[src/rtl/mem_cycle_ctl_pkg.sv]
// rtl/mem_cycle_ctl_pkg.sv - shared types and defaults for the memory-cycle controller
// Purpose: controller state encoding, single-entry request buffer layout and
// default timeout/counter sizing, shared by the controller and its timeout counter.
package cadr_mem_pkg;

    typedef enum logic [1:0] {
        ST_IDLE  = 2'd0,
        ST_REQ   = 2'd1,
        ST_ACKD  = 2'd2,
        ST_ABORT = 2'd3
    } state_e;

    typedef struct packed {
        logic valid;
        logic is_write;
    } buf_entry_t;

    localparam int DEF_TIMEOUT = 255;
    localparam int DEF_CNT_W   = 8;

endpackage

[src/rtl/mem_cycle_ctl_if.sv]
// rtl/mem_cycle_ctl_if.sv - microcode/bus handshake and MD select bundle
// Purpose: groups the controller's request, bus handshake and MD select signals.
// Ports (slave = controller side):
//   in : rd_req, wr_req, dest_md, src_md, bus_ack, nxm_clr
//   out: bus_req, bus_wr, mdsel, loadmd, memdrive, md_we, stall, nxm
interface mem_cycle_ctl_if;
    logic rd_req;
    logic wr_req;
    logic dest_md;
    logic src_md;
    logic bus_ack;
    logic nxm_clr;
    logic bus_req;
    logic bus_wr;
    logic mdsel;
    logic loadmd;
    logic memdrive;
    logic md_we;
    logic stall;
    logic nxm;

    modport slave (
        input  rd_req, wr_req, dest_md, src_md, bus_ack, nxm_clr,
        output bus_req, bus_wr, mdsel, loadmd, memdrive, md_we, stall, nxm
    );

    modport master (
        output rd_req, wr_req, dest_md, src_md, bus_ack, nxm_clr,
        input  bus_req, bus_wr, mdsel, loadmd, memdrive, md_we, stall, nxm
    );
endinterface

[src/rtl/mem_cycle_ctl_timeout.sv]
// rtl/mem_cycle_ctl_timeout.sv - bus cycle timeout counter
// Purpose: counts cycles while enabled and flags the cycle in which the
// TIMEOUT-th enabled cycle is reached.
// Ports: clk, reset_n (async active-low), i_clr (zero count), i_en (count),
//        o_expired (this enabled cycle is the TIMEOUT-th one).
module mem_timeout #(
    parameter int CNT_W   = 8,
    parameter int TIMEOUT = 255
) (
    input  logic clk,
    input  logic reset_n,
    input  logic i_clr,
    input  logic i_en,
    output logic o_expired
);
    localparam logic [CNT_W-1:0] LAST = CNT_W'(TIMEOUT - 1);

    logic [CNT_W-1:0] r_cnt;

    always_ff @(posedge clk or negedge reset_n) begin
        if (!reset_n)   r_cnt <= '0;
        else if (i_clr) r_cnt <= '0;
        else if (i_en)  r_cnt <= r_cnt + 1'b1;
    end

    // r_cnt holds the number of completed enabled cycles, so the current
    // cycle is the TIMEOUT-th one when it equals TIMEOUT-1.
    assign o_expired = i_en && (r_cnt == LAST);
endmodule

[src/rtl/mem_cycle_ctl.sv]
// rtl/mem_cycle_ctl.sv - memory cycle controller and MD select sequencer
// Purpose: runs bus request/ack cycles for microcode reads/writes with a
// one-entry request buffer, drives the MD selector, stalls microcode on
// conflicts and aborts cycles that time out (sticky nxm).
// Ports: clk, reset_n (async active-low), bus (mem_cycle_ctl_if.slave).
module mem_cycle_ctl
    import cadr_mem_pkg::*;
#(
    parameter int TIMEOUT = DEF_TIMEOUT,
    parameter int CNT_W   = DEF_CNT_W
) (
    input  logic            clk,
    input  logic            reset_n,
    mem_cycle_ctl_if.slave  bus
);
    state_e     r_state, w_next;
    buf_entry_t r_buf, w_buf_next;
    logic       r_cur_wr, w_cur_wr_next;
    logic       r_nxm;
    logic       w_expired;
    logic       w_new_req, w_rd_pend, w_wr_pend, w_md_busy;
    logic       w_stall, w_req_ok, w_dest_ok, w_loadmd, w_set_nxm;

    mem_timeout #(.CNT_W(CNT_W), .TIMEOUT(TIMEOUT)) u_timeout (
        .clk       (clk),
        .reset_n   (reset_n),
        .i_clr     (r_state != ST_REQ),
        .i_en      (r_state == ST_REQ),
        .o_expired (w_expired)
    );

    assign w_new_req = bus.rd_req || bus.wr_req;
    // A read-abort clears MD this cycle, so MD is not yet usable.
    assign w_rd_pend = ((r_state == ST_REQ || r_state == ST_ABORT) && !r_cur_wr)
                     || (r_buf.valid && !r_buf.is_write);
    assign w_wr_pend = (r_state == ST_REQ && r_cur_wr) || (r_buf.valid && r_buf.is_write);
    // MD load port already claimed by a read completion or an abort.
    assign w_md_busy = (r_state == ST_ACKD && !r_cur_wr) || (r_state == ST_ABORT);

    assign w_stall = (w_new_req && r_buf.valid)
                   || ((bus.dest_md || bus.src_md) && w_rd_pend)
                   || (bus.dest_md && (w_wr_pend || w_md_busy));

    // A stalled microcode instruction is re-issued, so none of its ops act now.
    assign w_req_ok  = w_new_req && !w_stall;
    assign w_dest_ok = bus.dest_md && !w_stall;

    always_comb begin
        w_next        = r_state;
        w_buf_next    = r_buf;
        w_cur_wr_next = r_cur_wr;
        case (r_state)
            ST_IDLE: begin
                if (r_buf.valid) begin
                    w_next        = ST_REQ;
                    w_cur_wr_next = r_buf.is_write;
                    w_buf_next    = '0;
                end else if (w_req_ok) begin
                    w_next        = ST_REQ;
                    w_cur_wr_next = bus.wr_req;
                end
            end
            ST_REQ: begin
                if (bus.bus_ack)    w_next = ST_ACKD;
                else if (w_expired) w_next = ST_ABORT;
            end
            ST_ACKD: begin
                if (r_buf.valid) begin
                    w_next        = ST_REQ;
                    w_cur_wr_next = r_buf.is_write;
                    w_buf_next    = '0;
                end else begin
                    w_next = ST_IDLE;
                end
            end
            default: begin
                w_next     = ST_IDLE;
                w_buf_next = '0;
            end
        endcase
        // Accepted requests outside IDLE only occur with the buffer empty.
        if (r_state != ST_IDLE && w_req_ok) begin
            w_buf_next.valid    = 1'b1;
            w_buf_next.is_write = bus.wr_req;
        end
    end

    assign w_set_nxm = (r_state == ST_REQ) && (w_next == ST_ABORT);

    always_ff @(posedge clk or negedge reset_n) begin
        if (!reset_n) begin
            r_state  <= ST_IDLE;
            r_buf    <= '0;
            r_cur_wr <= 1'b0;
            r_nxm    <= 1'b0;
        end else begin
            r_state  <= w_next;
            r_buf    <= w_buf_next;
            r_cur_wr <= w_cur_wr_next;
            if (w_set_nxm)        r_nxm <= 1'b1;
            else if (bus.nxm_clr) r_nxm <= 1'b0;
        end
    end

    assign w_loadmd     = (r_state == ST_ACKD) && !r_cur_wr;
    assign bus.bus_req  = (r_state == ST_REQ);
    assign bus.bus_wr   = (r_state == ST_REQ) && r_cur_wr;
    assign bus.loadmd   = w_loadmd;
    // dest_md is always stalled in ACKD-read and ABORT, so it never collides with loadmd.
    assign bus.mdsel    = w_dest_ok;
    // All selects low in ABORT: the selector then yields zero for a read abort.
    assign bus.memdrive = !(w_loadmd || w_dest_ok) && (r_state != ST_ABORT);
    assign bus.md_we    = w_loadmd || w_dest_ok || ((r_state == ST_ABORT) && !r_cur_wr);
    assign bus.stall    = w_stall;
    assign bus.nxm      = r_nxm;
endmodule
[src/flat_wrapper.sv]
// flat-port wrapper written by rule: the top's interface ports become plain ports
module mem_cycle_ctl_flat import cadr_mem_pkg::*;
#(
    parameter int TIMEOUT = DEF_TIMEOUT,
    parameter int CNT_W   = DEF_CNT_W
)
  (clk, reset_n, bus_rd_req, bus_wr_req, bus_dest_md, bus_src_md, bus_bus_ack, bus_nxm_clr, bus_bus_req, bus_bus_wr, bus_mdsel, bus_loadmd, bus_memdrive, bus_md_we, bus_stall, bus_nxm);
  mem_cycle_ctl_if bus_i ();
  input  logic clk;
  input  logic reset_n;
  input wire logic [$bits(bus_i.rd_req)-1:0] bus_rd_req;
  input wire logic [$bits(bus_i.wr_req)-1:0] bus_wr_req;
  input wire logic [$bits(bus_i.dest_md)-1:0] bus_dest_md;
  input wire logic [$bits(bus_i.src_md)-1:0] bus_src_md;
  input wire logic [$bits(bus_i.bus_ack)-1:0] bus_bus_ack;
  input wire logic [$bits(bus_i.nxm_clr)-1:0] bus_nxm_clr;
  output wire logic [$bits(bus_i.bus_req)-1:0] bus_bus_req;
  output wire logic [$bits(bus_i.bus_wr)-1:0] bus_bus_wr;
  output wire logic [$bits(bus_i.mdsel)-1:0] bus_mdsel;
  output wire logic [$bits(bus_i.loadmd)-1:0] bus_loadmd;
  output wire logic [$bits(bus_i.memdrive)-1:0] bus_memdrive;
  output wire logic [$bits(bus_i.md_we)-1:0] bus_md_we;
  output wire logic [$bits(bus_i.stall)-1:0] bus_stall;
  output wire logic [$bits(bus_i.nxm)-1:0] bus_nxm;
  assign bus_i.rd_req = bus_rd_req;
  assign bus_i.wr_req = bus_wr_req;
  assign bus_i.dest_md = bus_dest_md;
  assign bus_i.src_md = bus_src_md;
  assign bus_i.bus_ack = bus_bus_ack;
  assign bus_i.nxm_clr = bus_nxm_clr;
  assign bus_bus_req = bus_i.bus_req;
  assign bus_bus_wr = bus_i.bus_wr;
  assign bus_mdsel = bus_i.mdsel;
  assign bus_loadmd = bus_i.loadmd;
  assign bus_memdrive = bus_i.memdrive;
  assign bus_md_we = bus_i.md_we;
  assign bus_stall = bus_i.stall;
  assign bus_nxm = bus_i.nxm;
  mem_cycle_ctl #(.TIMEOUT(TIMEOUT), .CNT_W(CNT_W)) u_core (.clk(clk), .reset_n(reset_n), .bus(bus_i));
endmodule
[config.mk]
export PLATFORM = sky130hd
export DESIGN_NAME = mem_cycle_ctl_flat
export DESIGN_NICKNAME = d
export VERILOG_FILES = /design/src/rtl/mem_cycle_ctl_pkg.sv /design/src/rtl/mem_cycle_ctl_if.sv /design/src/rtl/mem_cycle_ctl_timeout.sv /design/src/rtl/mem_cycle_ctl.sv /design/src/flat_wrapper.sv
export SDC_FILE = /design/constraint.sdc
export NUM_CORES = 1
export LEC_CHECK = 0
export ABC_CLOCK_PERIOD_IN_PS = 2100
export CAP_MARGIN = 20
export CORE_MARGIN = 3
export CORE_UTILIZATION = 55
export CTS_BUF_LIST = sky130_fd_sc_hd__clkbuf_8
export DETAILED_ROUTE_END_ITERATION = 7
export GPL_TIMING_DRIVEN = 1
export PLACE_DENSITY = 0.93
export SYNTH_ARGS = -nofsm -noshare
export SYNTH_HDL_FRONTEND = slang
export SYNTH_SLANG_ARGS = --single-unit
[constraint.sdc]
create_clock -name clk -period 2.1 [get_ports clk]
set_clock_uncertainty 0.15 [all_clocks]
set_input_delay 0.21 -clock clk [delete_from_list [all_inputs] [get_ports clk]]
set_output_delay 0.21 -clock clk [all_outputs]
set_load 0.005 [all_outputs]
==> qor.txt <==
Outcome = finished, final reports clean
Top library cells by usage in the layout, fill and taps aside = nor2_1, clkdlybuf4s50_1, dfrtp_1
Actual slew at the worst max-slew pin = 639 ps
Yosys warns = 0
Sequential cell area fraction in the yosys report = 0.461
Number of routed nets with antenna violations = 0
Synthesized instance count = 85
PortBufs = 15
TritonCTS Buffers = 3
Post-CTS Hold Fix Bufs = 0
Highest clock rate = 485 MHz
Placed wire-length estimate = 1.36 mm
Fraction of synthesized area in multiplexers = 0.0264
Number of remaining DRC errors = 0
Area fraction in compound gates after synthesis = 0.157
Launch point of the worst path = bus_wr_req
Initial core utilization = 0.632
Die X = 43.2 um
Clock H-tree levels = 1
Number of DRC violations after detailed-routing iteration 0 = 13
Clock latency at the later pin of the worst-skew pair = 250 ps
Data arrival time of the critical path = 1700 ps
Synthesized cell area = 759 um2
Number of detailed-route iterations in the first pass = 4
Row count = 12
Vert. Die Dim = 43.2 um
Last weighted congestion value of the routability-driven placer = 0.824
Launch point of the worst reg-to-reg path = u_core.r_state[1]
Min Hold Slack = 209 ps
Pin count of the biggest net entering global routing = 15
Gr usage total = 0.230
Distinct cells, synth = 26
Commonest non-fill, non-tap cell in the layout = nor2_1
Adder and majority cell fraction of the synthesized area = 0.0329
Total nets after synthesis = 95
Worst slew slack as a fraction of its limit = 0.573
Static power due to leakage = 0.000455 uW
Setup repair after global routing missed its margin = false
Syn Area/Cell = 8.94 um2
Period utilisation layout = 0.983
Final count of negative-setup-slack endpoints = 0
R2r endpoint = u_core.bus.nxm
Total wire length = 1.91 mm
Number of register bits inferred by synthesis = 14
Share of the synthesized netlist area taken by xor and xnor gates = 0.0461
Final nets = 115
Vias in the first global route = 754
Fraction of layout instances using a drive strength above 1 = 0.135
Cell-by-cell trace of the critical path = clkdlybuf4s50_1, nor2_1, o21ai_0, nor2_1, o21ai_0, clkdlybuf4s50_1
Final-report max-slew violation count = 0
Core box area = 1200 um2
Area of the die = 1860 um2
Data required, critical path = 1740 ps
Final worst path period need = 2060 ps
CP Capture Point = bus_stall
Worst vdd rail ir drop = 0.784 mV
Worst setup SP type = input pin
CTS max path bufs = 2
Wire length of the first global-routing pass = 3.17 mm
TritonCTS clock tree = done
Main combinational cell family by area after synthesis = simple AND/OR/NAND/NOR gates
Clock tree sinks = 14
Critical-path cell with the highest stage delay = clkdlybuf4s50_1
I/O pin count = 16
Number of hold violations in the final report = 0
Peak per-stage delay on the critical path = 540 ps
Largest fanout of any net on the critical path = 4
Crit Path Category = in2out
Library cell used as clock root buffer = clkbuf_8
Via density = 5.85
Min-Delay Path Class = in2async
Wire length per cell = 16.1 um
Area Growth Syn to Fin = 31.0%
CP endpoint kind = primary output
Setup_tns = 0 ps
Share of synthesized cell area in and, or, nand and nor gates = 0.231
Total congestion overflow after global routing = 0
Antenna violations before repair = 0
Reg clk slew, reported paths = 60 ps
Number of fill cells = 77
Number of cell instances on the worst register-to-register path = 3
Total vias in the final route = 690
Number of max-cap violations = 0
P per Cell Area = 1180 nW/um2
Antenna diode count = 0
Register-to-register setup slack = 620 ps
[worst min-delay path by stage]
| stage | from | endpoint | slack [ps] | depth (start not counted) |
|---|---|---|---|---|
| floorplan | reset_n | u_core.bus.nxm | -240 | 0 |
| global placement | u_core.bus.nxm | u_core.bus.nxm | 320 | 2 |
| detailed placement | u_core.u_timeout.r_cnt[0] | u_core.u_timeout.r_cnt[0] | 330 | 1 |
| CTS | reset_n | u_core.r_state[0] | 220 | 1 |
| global route | reset_n | u_core.r_buf[0] | 230 | 1 |
| finish | reset_n | u_core.r_buf[0] | 210 | 1 |
[synthesized netlist by cell type]
cell / n / share of area
ha_1: 2 / 0.033
nor2b_1: 3 / 0.025
o21ai_0: 11 / 0.072
buf_6: 1 / 0.015
nand3_1: 4 / 0.026
o41ai_1: 1 / 0.012
inv_1: 4 / 0.020
o22ai_1: 1 / 0.0082
xnor2_1: 1 / 0.012
and3_2: 1 / 0.0099
a21oi_1: 5 / 0.033
o2bb2ai_1: 1 / 0.012
nor3b_1: 1 / 0.0099
nand2_1: 4 / 0.020
mux2i_1: 2 / 0.026
o21a_1: 1 / 0.0099
buf_2: 1 / 0.0066
nor2_1: 15 / 0.074
dfrtp_1: 14 / 0.46
inv_2: 1 / 0.0049
nand2b_1: 3 / 0.025
o211ai_1: 1 / 0.0099
and3_1: 1 / 0.0082
nand4_2: 1 / 0.016
or3_1: 2 / 0.016
xor2_1: 3 / 0.035
[flip-flops by register name, indices dropped and copies added, names as in the netlist]
| signal | flops |
|---|---|
| u_core.bus.nxm | 1 |
| u_core.r_state | 2 |
| u_core.u_timeout.r_cnt | 8 |
| u_core.r_cur_wr | 1 |
| u_core.r_buf | 2 |
[routing by layer]
metal / vias up / part of all wire / global-route usage
met1: 335 / 0.40 / 0.251
met5: - / 0 / 0
li1: 327 / - / -
met3: 2 / 0.057 / 0.0381
met2: 26 / 0.53 / 0.428
met4: 0 / 0.013 / 0.0904
[cell type report]
class	instances	area, um2	share of cell area
tap	14	17.5	0.0176
multi-input combinational	64	383	0.385
inverter	5	18.8	0.0189
timing repair buffer	17	168	0.169
clock buffer	4	55.1	0.0553
sequential	14	353	0.355
[cells by family after synthesis]
kind of cell             Yosys count
flip-flops                        14
buffers and inverters              7
XOR/XNOR                           4
AND/OR/NAND/NOR                   35
multiplexers                       2
AO/OA/AOI/OAI                     21
adder cells (fa/ha/maj)            2
[critical path: cells and delay by family]
kind	cells	cell delay, ps
buf+inv	2	1070
simple gates	2	140
compound gates	2	280
[power by group]
group	switching, uW	internal (uW)	leakage [uW]
clock	94.6	166	0.0000288
combinational	240	251	0.000241
sequential	91.8	330	0.000184
total	426	747	0.000455
[stage by stage]
step	util	setup slack [ps]	instance area [um2]	cells	total power, uW
after floorplan	-	773	759	85	658
after detailed placement	0.765	54.1	918	113	874
after global routing	0.828	3.19	995	118	1250
after CTS	0.817	5.69	981	117	1160
after global placement	0.765	125	918	113	845
final	0.828	36.2	995	118	1170
[what timing repair did]
| item | 4_1_cts | 5_1_grt |
|---|---|---|
| setup endpoints to repair | 2 | 5 |
| gates resized for setup | 3 | 4 |
| pin swaps | 0 | 0 |
| buffers inserted | 0 | 1 |
(Power assumes the default switching activity.)
